## src/rtl/clock_freq_meter.sv

```systemverilog
// Measures a slow asynchronous signal against the reference clock: rising edges per gate
// window, reference cycles between rising edges, and a loss-of-signal flag.
module clock_freq_meter #(
   parameter int unsigned GATE_CYCLES    = 50_000_000,
   parameter int unsigned TIMEOUT_CYCLES = 500_000_000,
   parameter int unsigned CNT_W          = 16,
   parameter int unsigned PER_W          = 32,
   parameter int unsigned SYNC_STAGES    = 2
) (
   input  logic             clk,
   input  logic             rst_n,
   input  logic             sig_in,
   output logic [CNT_W-1:0] freq_count,
   output logic             freq_valid,
   output logic             freq_ovf,
   output logic [PER_W-1:0] period_cycles,
   output logic             period_valid,
   output logic             sig_lost
);

   localparam int unsigned GATE_W = (GATE_CYCLES > 2) ? $clog2(GATE_CYCLES) : 1;
   localparam int unsigned ARM_W  = $clog2(SYNC_STAGES + 2);

   localparam logic [GATE_W-1:0] GateLast   = GATE_W'(GATE_CYCLES - 1);
   localparam logic [ARM_W-1:0]  ArmDone    = ARM_W'(SYNC_STAGES + 1);
   localparam logic [PER_W-1:0]  TimeoutVal = PER_W'(TIMEOUT_CYCLES);
   // IDLE starts counting at 0 rather than 1, so it times out one count earlier.
   localparam logic [PER_W-1:0]  IdleLimit  = PER_W'(TIMEOUT_CYCLES - 1);

   localparam logic [1:0] StIdle    = 2'd0;
   localparam logic [1:0] StMeasure = 2'd1;
   localparam logic [1:0] StLost    = 2'd2;

   // ---------------------------------------------------------------------------------------
   // Synchronizer, previous-value flop and rise-detect arming
   // ---------------------------------------------------------------------------------------
   logic [SYNC_STAGES-1:0] sync_q, sync_d;
   logic                   prev_q, prev_d;
   logic [ARM_W-1:0]       arm_q, arm_d;
   logic                   sync_out;
   logic                   armed;
   logic                   rise;

   always_comb begin
      sync_d   = {sync_q[SYNC_STAGES-2:0], sig_in};
      sync_out = sync_q[SYNC_STAGES-1];
      prev_d   = sync_out;
      armed    = (arm_q == ArmDone);
      arm_d    = armed ? arm_q : arm_q + ARM_W'(1);
      // Masked until the chain has flushed, so a level held through reset is not an edge.
      rise     = armed & sync_out & ~prev_q;
   end

   // ---------------------------------------------------------------------------------------
   // Frequency path: free-running gate window with saturating edge counter
   // ---------------------------------------------------------------------------------------
   logic [GATE_W-1:0] gate_q, gate_d;
   logic [CNT_W-1:0]  edge_cnt_q, edge_cnt_d;
   logic              win_ovf_q, win_ovf_d;
   logic [CNT_W-1:0]  freq_count_q, freq_count_d;
   logic              freq_ovf_q, freq_ovf_d;
   logic              freq_valid_q, freq_valid_d;
   logic              gate_term;
   logic              edge_at_max;
   logic [CNT_W-1:0]  edge_next;
   logic              ovf_next;

   always_comb begin
      gate_term   = (gate_q == GateLast);
      gate_d      = gate_term ? '0 : gate_q + GATE_W'(1);
      edge_at_max = &edge_cnt_q;
      edge_next   = edge_cnt_q + CNT_W'(rise & ~edge_at_max);
      ovf_next    = win_ovf_q | (rise & edge_at_max);

      edge_cnt_d   = edge_next;
      win_ovf_d    = ovf_next;
      freq_count_d = freq_count_q;
      freq_ovf_d   = freq_ovf_q;
      freq_valid_d = 1'b0;

      // An edge landing in the terminal cycle is folded into the closing window.
      if (gate_term) begin
         freq_count_d = edge_next;
         freq_ovf_d   = ovf_next;
         freq_valid_d = 1'b1;
         edge_cnt_d   = '0;
         win_ovf_d    = 1'b0;
      end
   end

   // ---------------------------------------------------------------------------------------
   // Period path: IDLE / MEASURE / LOST
   // ---------------------------------------------------------------------------------------
   logic [1:0]       state_q, state_d;
   logic [PER_W-1:0] per_cnt_q, per_cnt_d;
   logic [PER_W-1:0] period_cycles_q, period_cycles_d;
   logic             period_valid_q, period_valid_d;
   logic             sig_lost_q, sig_lost_d;

   always_comb begin
      state_d         = state_q;
      per_cnt_d       = per_cnt_q;
      period_cycles_d = period_cycles_q;
      period_valid_d  = 1'b0;
      sig_lost_d      = sig_lost_q;

      case (state_q)
         StIdle: begin
            if (rise) begin
               state_d   = StMeasure;
               per_cnt_d = PER_W'(1);
            end else if (per_cnt_q == IdleLimit) begin
               state_d         = StLost;
               sig_lost_d      = 1'b1;
               period_cycles_d = '0;
               per_cnt_d       = '0;
            end else begin
               per_cnt_d = per_cnt_q + PER_W'(1);
            end
         end
         StMeasure: begin
            // A rise in the timeout cycle still completes a valid period.
            if (rise) begin
               period_cycles_d = per_cnt_q;
               period_valid_d  = 1'b1;
               per_cnt_d       = PER_W'(1);
            end else if (per_cnt_q == TimeoutVal) begin
               state_d         = StLost;
               sig_lost_d      = 1'b1;
               period_cycles_d = '0;
               per_cnt_d       = '0;
            end else begin
               per_cnt_d = per_cnt_q + PER_W'(1);
            end
         end
         StLost: begin
            if (rise) begin
               state_d    = StMeasure;
               sig_lost_d = 1'b0;
               per_cnt_d  = PER_W'(1);
            end
         end
         default: begin
            state_d   = StIdle;
            per_cnt_d = '0;
         end
      endcase
   end

   // ---------------------------------------------------------------------------------------
   // State registers
   // ---------------------------------------------------------------------------------------
   always_ff @(posedge clk or negedge rst_n) begin
      if (!rst_n) begin
         sync_q          <= '0;
         prev_q          <= 1'b0;
         arm_q           <= '0;
         gate_q          <= '0;
         edge_cnt_q      <= '0;
         win_ovf_q       <= 1'b0;
         freq_count_q    <= '0;
         freq_ovf_q      <= 1'b0;
         freq_valid_q    <= 1'b0;
         state_q         <= StIdle;
         per_cnt_q       <= '0;
         period_cycles_q <= '0;
         period_valid_q  <= 1'b0;
         sig_lost_q      <= 1'b0;
      end else begin
         sync_q          <= sync_d;
         prev_q          <= prev_d;
         arm_q           <= arm_d;
         gate_q          <= gate_d;
         edge_cnt_q      <= edge_cnt_d;
         win_ovf_q       <= win_ovf_d;
         freq_count_q    <= freq_count_d;
         freq_ovf_q      <= freq_ovf_d;
         freq_valid_q    <= freq_valid_d;
         state_q         <= state_d;
         per_cnt_q       <= per_cnt_d;
         period_cycles_q <= period_cycles_d;
         period_valid_q  <= period_valid_d;
         sig_lost_q      <= sig_lost_d;
      end
   end

   assign freq_count    = freq_count_q;
   assign freq_valid    = freq_valid_q;
   assign freq_ovf      = freq_ovf_q;
   assign period_cycles = period_cycles_q;
   assign period_valid  = period_valid_q;
   assign sig_lost      = sig_lost_q;

endmodule

```

## config.mk

```make
export PLATFORM = sky130hd
export DESIGN_NAME = clock_freq_meter
export DESIGN_NICKNAME = d
export VERILOG_FILES = /design/src/rtl/clock_freq_meter.sv
export SDC_FILE = /design/constraint.sdc
export NUM_CORES = 1
export LEC_CHECK = 0
export ABC_AREA = 1
export BUFFER_PORTS_ARGS = -buffer_cell sky130_fd_sc_hd__buf_2
export CAP_MARGIN = 10
export CORE_MARGIN = 1
export CORE_UTILIZATION = 40
export DETAILED_ROUTE_END_ITERATION = 6
export MAX_ROUTING_LAYER = met4
export PLACE_DENSITY = 0.68
export REMOVE_ABC_BUFFERS = 1
export SYNTH_ARGS = -nofsm -noshare
export SYNTH_HDL_FRONTEND = slang
export SYNTH_SLANG_ARGS = --single-unit
```

## constraint.sdc

```tcl
create_clock -name clk -period 6.1 [get_ports clk]
set_input_delay 0.305 -clock clk [delete_from_list [all_inputs] [get_ports clk]]
set_output_delay 0.305 -clock clk [all_outputs]
set_load 0.01 [all_outputs]
```

After elaboration in Yosys (flattened, before gate mapping). Cells that the tools add are included.

Word-level logic and storage cells: 74. Register bits after elaboration: 134. Bits of input ports: 3. Output and inout bits: 52.

Add/sub/neg operators: 4. Mux-type cells: 29. Equal/unequal tests: 13. Bitwise logic cells: 7. Reductions and logical operators: 7.

Operators with widths (number): $mux W32 (9); $pmux W32 S3 (1); $eq A32 B29 Y1 const B (2); $pmux W32 S2 (1); $add A32 B1 Y32 const B (1); $add A26 B1 Y26 const B (1); $eq A26 B26 Y1 const B (1); $mux W26 (1); $add A16 B16 Y16 (1); $and A1 B16 Y16 (1); $mux W16 (1); $not A1 Y16 (1); $reduce_and A16 Y1 (1); $mux W2 (5); $ne A2 B2 Y1 const B (5); $mux W1 (9); $reduce_and A4 Y1 (2); $ne A3 B3 Y1 const B (2); $pmux W2 S3 (1); $reduce_and A6 Y1 (1); $eq A2 B2 Y1 const B (2); $and A1 B1 Y1 (3); $pmux W1 S3 (1); $reduce_bool A3 Y1 (1); other kinds (6) (6).

Logic depth before layout (Yosys ltp). Gate-level depths: netlist (run 1).

Depth in word-level cells: 6. Depth in mapped cells: 14. Gate-level depth less buffers: 14.

Worst setup path after synthesis (run 1). No wires, ideal clock.

Kind: register -> register. Start point: register arm_q[0]. End point: register edge_cnt_q[12]. Library setup time: 0.066 ns. Path buffers: 1. Arrival time: 2.094 ns. Stages on the path, launching flop included: 13. Data required time: 6.034 ns. Path slack: 3.940 ns. Period minus slack after synthesis: 2.160 ns. Path through: dfrtp_1 -> ha_1 -> nand3_2 -> buf_2 -> nor2_1 -> ha_1 -> ha_1 -> nand2_1 -> nor2_1 -> nand2_1 -> nor2_1 -> xor2_1 -> and2_1.

Longest elaborated chain between the ends: 6.

Ends and longest elaborated chain: start: declaration (line 39) `logic [ARM_W-1:0] arm_q, arm_d;`; start signal: assignment (line 172) `arm_q <= arm_d;`; $eq A2 B2 Y1 (line 48) `armed = (arm_q == ArmDone);`; $and A1 B1 Y1 (2 in series) (line 51) `rise = armed & sync_out & ~prev_q;`; $and A1 B16 Y16 (line 72) `edge_next = edge_cnt_q + CNT_W'(rise & ~edge_at_max);`; $add A16 B16 Y16 (line 72); $mux W16 (line 82) `if (gate_term) begin`; net edge_cnt_d[12] (line 58) `logic [CNT_W-1:0] edge_cnt_q, edge_cnt_d;`; end signal: assignment (line 174) `edge_cnt_q <= edge_cnt_d;`; end: declaration (line 58).

The timed path passes the listed nets, and every way through them passes these cells. A chain may end at the register's enable or synchronous reset.

Worst setup path after layout (run 1).
Start point: register gate_q[0]. End point: register freq_count_q[6] (netlist: freq_count[6]).

Longest elaborated chain between the ends: 1.

Ends and longest elaborated chain: start: declaration (line 57) `logic [GATE_W-1:0] gate_q, gate_d;`; start signal: assignment (line 173) `gate_q <= gate_d;`; $eq A26 B26 Y1 (line 69) `gate_term = (gate_q == GateLast);`; end signal: assignment (line 176) `freq_count_q <= freq_count_d;`; end: declaration (line 60) `logic [CNT_W-1:0] freq_count_q, freq_count_d;`.

Every way passes these cells.

==> results of run 1 <==
## cell usage after synthesis, drive strengths merged
master	count
xnor2	11
inv	114
nor2	130
buf	15
or2	1
dfrtp	134
nand4	22
nand3	51
ha	6
o32ai	1
o21ai	14
nor4	1
xor2	39
and2	4
clkbuf	2
mux2	1
o21a	1
nand2	338
o311ai	1
nor3b	1
nor3	21
nand3b	4
o22ai	1
a21oi	5
## path summary, 6_finish.rpt
path                                start                end  cells after the start
worst max-delay path            gate_q[0]      freq_count[6]                      8
worst min-delay path            sync_q[0]          sync_q[1]                      0
worst max register to register  gate_q[0]      freq_count[6]                      8
worst min register to register  sync_q[0]          sync_q[1]                      0
max in group asynchronous           rst_n  period_cycles[24]                      3
min in group asynchronous           rst_n         gate_q[18]                      2
## critical path, stage by stage, from the launching register on
cell and delay (ns):
dfrtp_1 0.40, ha_1 0.26, nand2_1 0.09, nor2_2 0.28, nand3_2 0.17, nor2_4 0.62, inv_2 0.46, nand2_1 0.19
o21ai_2 0.07
## routing by layer
metal	global-route usage, %	part of all wire [%]	vias up
met5	-	0	-
met4	5.93	1.4	0
met3	4.20	3.9	24
met2	32.3	48	134
met1	24.8	46	2717
li1	-	-	2954
## state kept, by name, indices dropped and copies added, names as in the netlist
signal	flops
freq_count	16
per_cnt_q	32
state_q	2
period_cycles	32
freq_valid	1
win_ovf_q	1
prev_q	1
edge_cnt_q	16
gate_q	26
sig_lost	1
sync_q	2
period_valid	1
arm_q	2
freq_ovf	1
## through the flow
| stage | utilization, % | hold WS, ns | power [µW] |
|---|---|---|---|
| floorplan | - | 0.00941 | 1220 |
| global placement | 44.1 | 0.311 | 1340 |
| detailed placement | 44.1 | 0.315 | 1340 |
| CTS | 48.5 | 0.355 | 2570 |
| global route | 48.5 | 0.361 | 2660 |
| finish | 48.5 | 0.349 | 2540 |
## cell families (layout without fill, tap and decap cells)
logic type / Yosys count / in the layout
fa+ha+maj: 6 / 6
compound gates: 23 / 23
mux: 1 / 1
buf+inv: 131 / 203
flops: 134 / 134
xor+xnor: 50 / 50
simple gates: 573 / 573
## power by group through the flow
stage / Clock [µW] / Combinational [µW] / Sequential (µW)
floorplan: 0 / 226 / 991
global placement: 0 / 342 / 996
detailed placement: 0 / 346 / 996
CTS: 1240 / 350 / 980
global route: 1280 / 390 / 987
finish: 1220 / 342 / 980
## layout make-up
class,instances,area (µm²)
fill,1693,8660
sequential,134,3350
multi-input combinational,653,3080
clock buffer,21,470
inverter,114,428
timing repair buffer,57,304
tap,220,275
clock inverter,11,243
==> impl_metrics.env, run 1 <==
export IMPL_avgViaCountPerCell=4.82
export IMPL_htreeDepth=4
export IMPL_arrival_ns=2.99
export IMPL_drcViolationCount=0
export IMPL_ys_seq_area_share_pct=48.1
export IMPL_final_cell_area_um2=8160
export IMPL_ir_drop_v=0.000246
export IMPL_cts_hold_buf=2
export IMPL_synthAdderAreaFrac_pct=1.08
export IMPL_hold_violations=0
export IMPL_p_comb_share_pct=13.4
export IMPL_place_area_um2=7420
export IMPL_area_growth_pct=17.0
export IMPL_rsz0062_at_grt="false"
export IMPL_grt_first_pass_wirelength_um=27200
export IMPL_row_count=47
export IMPL_grt_pass1_vias=5588
export IMPL_synthMuxAreaShare_pct=0.161
export IMPL_layout_common_cells="nand2_1 (334), dfrtp_1 (134), nor2_1 (123)"
export IMPL_nets=986
export IMPL_worst_hold_path_type="reg -> reg"
export IMPL_critPathKind="reg -> reg"
export IMPL_max_slew_margin_rel_pct=36.6
export IMPL_dr_total_vias=5829
export IMPL_syn_cell_area_um2=6970
export IMPL_synth_top_area_cell="dfrtp_1"
export IMPL_yosysUniqueCellTypes=35
export IMPL_rrSetupSlack_ns=3.40
export IMPL_dp_cells=1176
export IMPL_start_util_pct=41.5
export IMPL_core_area_um2=16800
export IMPL_drtIter0Drc=404
export IMPL_worstPathRequired_ns=6.39
export IMPL_setup_tns_final_ns=0
export IMPL_cts_resized=0
export IMPL_antenna_found_initial=0
export IMPL_io_pins=55
export IMPL_n_antenna_cell=0
export IMPL_synth_seq_cells=134
export IMPL_power_share_clock_pct=48.0
export IMPL_cts_made_buffers=17
export IMPL_grt_usage_pct=19.8
export IMPL_seqPwrFrac_pct=38.5
export IMPL_postCtsSetupRepairBufs=0
export IMPL_fp_dieW_um=134
export IMPL_grt_overflow_total=0
export IMPL_synth_top_family_by_area="simple AND/OR/NAND/NOR gates"
export IMPL_avgRoutedWirePerCell_um=13.4
export IMPL_p_int_uw=1860
export IMPL_drv_slew=0
export IMPL_cts_tree="built"
export IMPL_power_density_nw_per_um2=312
export IMPL_drtAntennaViolNets=0
export IMPL_clock_skew_ns=0.00814
export IMPL_swShare_pct=26.8
export IMPL_setup_viol=0
export IMPL_critPathLaunchType="register"
export IMPL_dr_pass1_iters=5
export IMPL_period_share_pct=44.3
export IMPL_yosys_area_share_simple_pct=34.4
export IMPL_drive_above_1_share_pct=11.8
export IMPL_max_freq_ghz=0.370
export IMPL_syn_inst=918
export IMPL_cts_buffer_depth=2
export IMPL_period_needed_ns=2.70
export IMPL_place_worst_setup_slack_ns=3.40
export IMPL_grt_max_degree=76
export IMPL_die_area_um2=18000
export IMPL_synth_avg_cell_area_um2=7.60
export IMPL_cts_root_buffer="clkbuf_16"
export IMPL_cts_sinks=134
export IMPL_place_hpwl_um=11500
export IMPL_synth_xor_area_share_pct=6.28
export IMPL_status="completed"
export IMPL_worst_pin_slew_ns=0.951
export IMPL_synth_compound_area_share_pct=2.30
export IMPL_gp_congestion=0.932
export IMPL_p_sw_uw=681
export IMPL_yosysWarningCount=0
export IMPL_synth_top_area_share_pct=48.1
export IMPL_drt_total_wl_um=16200
export IMPL_max_cap_violations=0
export IMPL_path_clk_slew_ns=0.06
export IMPL_worstPathMaxFanout=35
export IMPL_die_h_um=134
export IMPL_leakage_uw=0.00424
export IMPL_mostFrequentLayoutCell="nand2_1"
export IMPL_synthTopCellsByArea="dfrtp_1 (48%), nand2_1 (18%), nor2_1 (6.6%)"
export IMPL_fin_ws_ns=3.40
export IMPL_io_buffers=54
export IMPL_clk_latency_ns=0.42
export IMPL_fin_cells=1210
export IMPL_endpoint_kind="register"
Note: power is estimated with default switching activity, not from simulation.
==> run 2: changes to the inputs <==
==> constraint.sdc (replaced) <==
create_clock -name clk -period 2.59 [get_ports clk]
set_input_delay 0.1295 -clock clk [delete_from_list [all_inputs] [get_ports clk]]
set_output_delay 0.1295 -clock clk [all_outputs]
set_load 0.01 [all_outputs]
==> impl_metrics.env, run 2 (same netlist as run 1, synthesis figures left out) <==
export IMPL_period_share_pct=86.6
export IMPL_rrSetupSlack_ns=0.35
export IMPL_max_slew_margin_rel_pct=57.8
export IMPL_cts_tree="built"
export IMPL_clk_latency_ns=0.43
export IMPL_avgViaCountPerCell=4.74
export IMPL_worstPathMaxFanout=4
export IMPL_clock_skew_ns=0.00740
export IMPL_cts_made_buffers=17
export IMPL_grt_usage_pct=20.3
export IMPL_worst_path_most_repeated_cell="nor2_1"
export IMPL_setup_tns_final_ns=0
export IMPL_place_hpwl_um=11700
export IMPL_critPathKind="reg -> reg"
export IMPL_postCtsSetupRepairBufs=0
export IMPL_die_h_um=134
export IMPL_p_total_uw=5790
export IMPL_cp_cell_sequence="inv_1 -> nor3_1 -> nand4_1 -> nor2_1 -> nor2_1 -> ha_1 -> ha_1 -> nand2_1 -> nor2_1 -> nand2_1 -> nor2_1 -> xor2_1 -> and2_1"
export IMPL_grt_pass1_vias=5767
export IMPL_rsz0062_at_grt="false"
export IMPL_mostFrequentLayoutCell="nand2_1"
export IMPL_cts_buffer_depth=2
export IMPL_core_area_um2=16800
export IMPL_area_growth_pct=17.1
export IMPL_fp_dieW_um=134
export IMPL_path_clk_slew_ns=0.06
export IMPL_setup_worst_path_end="edge_cnt_q[12]"
export IMPL_status="completed"
export IMPL_worst_pin_slew_ns=0.631
export IMPL_period_needed_ns=2.24
export IMPL_endpoint_kind="register"
export IMPL_start_util_pct=41.5
export IMPL_gp_congestion=0.950
export IMPL_max_cap_violations=0
export IMPL_cpMaxStageDelayCell="dfrtp_1"
export IMPL_dr_pass1_iters=5
export IMPL_cts_root_buffer="clkbuf_16"
export IMPL_drive_above_1_share_pct=12.4
export IMPL_max_freq_ghz=0.446
export IMPL_r2r_end="edge_cnt_q[12]"
export IMPL_cts_sinks=134
export IMPL_critPathLaunchType="register"
export IMPL_worstPathRequired_ns=2.91
export IMPL_io_buffers=54
export IMPL_drtIter0Drc=337
export IMPL_htreeDepth=4
export IMPL_worst_hold_path_type="in -> async"
export IMPL_avgRoutedWirePerCell_um=13.1
export IMPL_antenna_found_initial=0
export IMPL_arrival_ns=2.56
export IMPL_setup_viol=0
export IMPL_drv_slew=0
export IMPL_grt_max_degree=60
export IMPL_n_antenna_cell=0
export IMPL_whs_ns=0.194
export IMPL_rr_worst_depth=13
export IMPL_layout_common_cells="nand2_1 (334), dfrtp_1 (134), nor2_1 (123)"
export IMPL_hold_violations=0
export IMPL_leakage_uw=0.00425
export IMPL_drtAntennaViolNets=0
export IMPL_r2r_start="edge_cnt_q[6]"
export IMPL_row_count=47
export IMPL_worstSetupStartpoint="edge_cnt_q[6]"
export IMPL_grt_first_pass_wirelength_um=27700
export IMPL_dr_total_vias=5773
export IMPL_die_area_um2=18000
export IMPL_drcViolationCount=0
export IMPL_grt_overflow_total=0
export IMPL_ir_drop_v=0.000546
export IMPL_power_density_nw_per_um2=709
export IMPL_drt_total_wl_um=16000
export IMPL_io_pins=55
export IMPL_max_stage_delay_ns=0.35
export IMPL_nets=993
[run 2: timing repair]
action | in CTS | in global routing
hold buffers | 2 | 0
gates resized for setup | 0 | 0
endpoints found under the hold margin | 44 | 0
[run 2: cell type report]
class	count	area, µm²
Fill cell	1673	8650
Timing Repair Buffer	64	369
Clock inverter	12	200
Sequential cell	134	3350
Clock buffer	20	457
Inverter	114	428
Tap cell	220	275
Multi-Input combinational cell	653	3080
[run 2: critical path, delay by kind of cell (launching register included)]
kind	cells	cell delay [ns]
buffers and inverters	1	0.08
flip-flops	1	0.35
AND/OR/NAND/NOR	9	1.15
XOR/XNOR	1	0.14
adder cells (fa/ha/maj)	2	0.41
[run 2: per-stage QoR]
| stage | utilization, % | setup slack [ns] | instance area [µm²] | instances |
|---|---|---|---|---|
| after detailed placement | 44.5 | 0.372 | 7490 | 1183 |
| after CTS | 48.6 | 0.363 | 8170 | 1217 |
| after global placement | 44.5 | 0.451 | 7490 | 1183 |
| after global routing | 48.6 | 0.137 | 8170 | 1217 |
| after floorplan | - | 0.446 | 6870 | 901 |
| final | 48.6 | 0.347 | 8170 | 1217 |
[run 2: worst min path at each step]
stage               slack (ns)  startpoint        end  cells after the start
finish                    0.19       rst_n  gate_q[9]                      2
global route              0.23       rst_n  gate_q[9]                      2
CTS                       0.19       rst_n  gate_q[9]                      2
detailed placement        0.09       rst_n  gate_q[8]                      1
global placement          0.08       rst_n  gate_q[8]                      1
floorplan                -0.17       rst_n   arm_q[0]                      0
[run 2: where the power goes]
group,internal [µW],leakage [µW],switching [µW]
clock network,1760,0.000312,909
logic,212,0.00212,605
registers,2200,0.00182,105
[run 2: per-layer routing]
layer  part of all wire [%]  wire (µm)  GRT usage, %  vias to the layer above
met2                     47       7510          32.0                      103
li1                       -          -             -                     2956
met1                     48       7680          25.7                     2690
met4                    1.7        269          7.55                        0
met3                    3.3        527          4.01                       24
met5                      0          0             -                        -
==> run 3: changes to the inputs <==
--- a/config.mk
+++ b/config.mk
@@ -12,7 +12,7 @@
 export CORE_UTILIZATION = 40
 export DETAILED_ROUTE_END_ITERATION = 6
 export MAX_ROUTING_LAYER = met4
-export PLACE_DENSITY = 0.68
+export PLACE_DENSITY = 0.7
 export REMOVE_ABC_BUFFERS = 1
 export SYNTH_ARGS = -nofsm -noshare
 export SYNTH_HDL_FRONTEND = slang
==> constraint.sdc (replaced) <==
create_clock -name clk -period 1.8 [get_ports clk]
set_input_delay 0.09 -clock clk [delete_from_list [all_inputs] [get_ports clk]]
set_output_delay 0.09 -clock clk [all_outputs]
set_load 0.01 [all_outputs]
==> impl_metrics.env, run 3 (same netlist as run 1, synthesis figures left out) <==
export IMPL_grt_usage_pct=20.9
export IMPL_avgViaCountPerCell=4.86
export IMPL_die_h_um=134
export IMPL_dr_pass1_iters=5
export IMPL_htreeDepth=4
export IMPL_drtAntennaViolNets=0
export IMPL_drcViolationCount=0
export IMPL_path_clk_slew_ns=0.06
export IMPL_leakage_uw=0.00479
export IMPL_grt_overflow_total=0
export IMPL_cts_made_buffers=17
export IMPL_rsz0062_at_grt="true"
export IMPL_dp_cells=1248
export IMPL_worstPathMaxFanout=3
export IMPL_cts_tree="built"
export IMPL_layout_common_cells="nand2_1 (308), dfrtp_1 (132), inv_1 (96)"
export IMPL_mostFrequentLayoutCell="nand2_1"
export IMPL_nets=1077
export IMPL_arrival_ns=2.28
export IMPL_cts_sinks=134
export IMPL_setup_viol=77
export IMPL_clock_skew_ns=0.00858
export IMPL_endpoint_kind="register"
export IMPL_worstPathRequired_ns=2.12
export IMPL_dr_total_vias=6318
export IMPL_row_count=47
export IMPL_max_slew_margin_rel_pct=68.1
export IMPL_place_hpwl_um=12400
export IMPL_cts_root_buffer="clkbuf_16"
export IMPL_status="complete, but fails checks"
export IMPL_max_freq_ghz=0.509
export IMPL_rrSetupSlack_ns=-0.17
export IMPL_fin_cells=1300
export IMPL_worst_hold_path_type="in -> async"
export IMPL_clk_latency_ns=0.43
export IMPL_violations="negative setup slack"
export IMPL_core_area_um2=16800
export IMPL_period_share_pct=109
export IMPL_hold_violations=0
export IMPL_ir_drop_v=0.000860
export IMPL_fp_dieW_um=134
export IMPL_cts_buffer_depth=2
export IMPL_drive_above_1_share_pct=27.9
export IMPL_gp_congestion=0.918
export IMPL_n_antenna_cell=0
export IMPL_fin_ws_ns=-0.166
export IMPL_io_pins=55
export IMPL_die_area_um2=18000
export IMPL_area_growth_pct=33.5
export IMPL_grt_max_degree=56
export IMPL_power_density_nw_per_um2=994
export IMPL_period_needed_ns=1.97
export IMPL_setup_tns_final_ns=-5.20
export IMPL_critPathKind="reg -> reg"
export IMPL_grt_first_pass_wirelength_um=28600
export IMPL_avgRoutedWirePerCell_um=14.2
export IMPL_grt_pass1_vias=5942
export IMPL_drv_slew=0
export IMPL_worst_pin_slew_ns=0.475
export IMPL_place_worst_setup_slack_ns=-0.316
export IMPL_antenna_found_initial=0
export IMPL_max_cap_violations=0
export IMPL_drt_total_wl_um=18500
export IMPL_io_buffers=54
export IMPL_start_util_pct=41.5
export IMPL_critPathLaunchType="register"
export IMPL_drtIter0Drc=470
==> run 3: final timing paths <==
kind,depth (start not counted),startpoint,end
worst max-delay path,13,edge_cnt_q[6],edge_cnt_q[12]
worst min-delay path,2,rst_n,gate_q[24]
worst max register to register,13,edge_cnt_q[6],edge_cnt_q[12]
worst min register to register,0,sync_q[0],sync_q[1]
max in group asynchronous,3,rst_n,per_cnt_q[3]
min in group clk,2,sig_in,sync_q[0]
==> run 3: timing repair <==
item,4_1_cts,5_1_grt
hold endpoints to repair,135,0
hold buffers,2,0
gates cloned,0,4
setup buffers,6,10
pin swaps,30,29
setup endpoints to repair,74,96
resized for setup,36,109
==> run 3: area by class of cell <==
class,count,area [µm²]
Clock inverter,11,126
Fill cell,1516,7500
Clock buffer,20,457
Tap cell,220,275
Timing Repair inverter,1,11.3
Timing Repair Buffer,147,1100
Inverter,114,445
Sequential cell,134,3360
Multi-Input combinational cell,653,3540
==> run 3: worst max-delay path: stages (launching register included) <==
cell,delay (ns)
dfrtp_1,0.37
inv_2,0.06
nor3_4,0.20
nand4_1,0.14
nor2_2,0.17
nor2_2,0.06
ha_4,0.17
ha_4,0.16
nand2_4,0.06
nor2_4,0.05
nand2_2,0.08
nor2_2,0.05
xor2_1,0.14
and2_1,0.15
==> run 3: report_power, final <==
group | total [µW] | internal [µW] | switching, µW
clock network | 3440 | 2100 | 1340
registers | 3340 | 3170 | 171
logic | 2470 | 986 | 1490
==> run 3: metal layers <==
layer / part of all wire [%] / global-route usage [%] / up-vias
li1: - / - / 3129
met1: 44 / 26.3 / 2974
met2: 49 / 33.3 / 181
met3: 5.0 / 3.93 / 34
met4: 2.4 / 8.49 / 0
met5: 0 / - / -
==> run 3: stage by stage <==
stage / hold WS, ns / cell area (µm²) / total power [µW] / utilization [%]
after floorplan: -0.206 / 6870 / 4130 / -
after global placement: -0.0537 / 8000 / 4850 / 47.6
after detailed placement: -0.0549 / 8000 / 4880 / 47.6
after CTS: 0.0656 / 8780 / 8460 / 52.2
after global routing: 0.0729 / 9310 / 9640 / 55.4
final: 0.0701 / 9310 / 9260 / 55.4
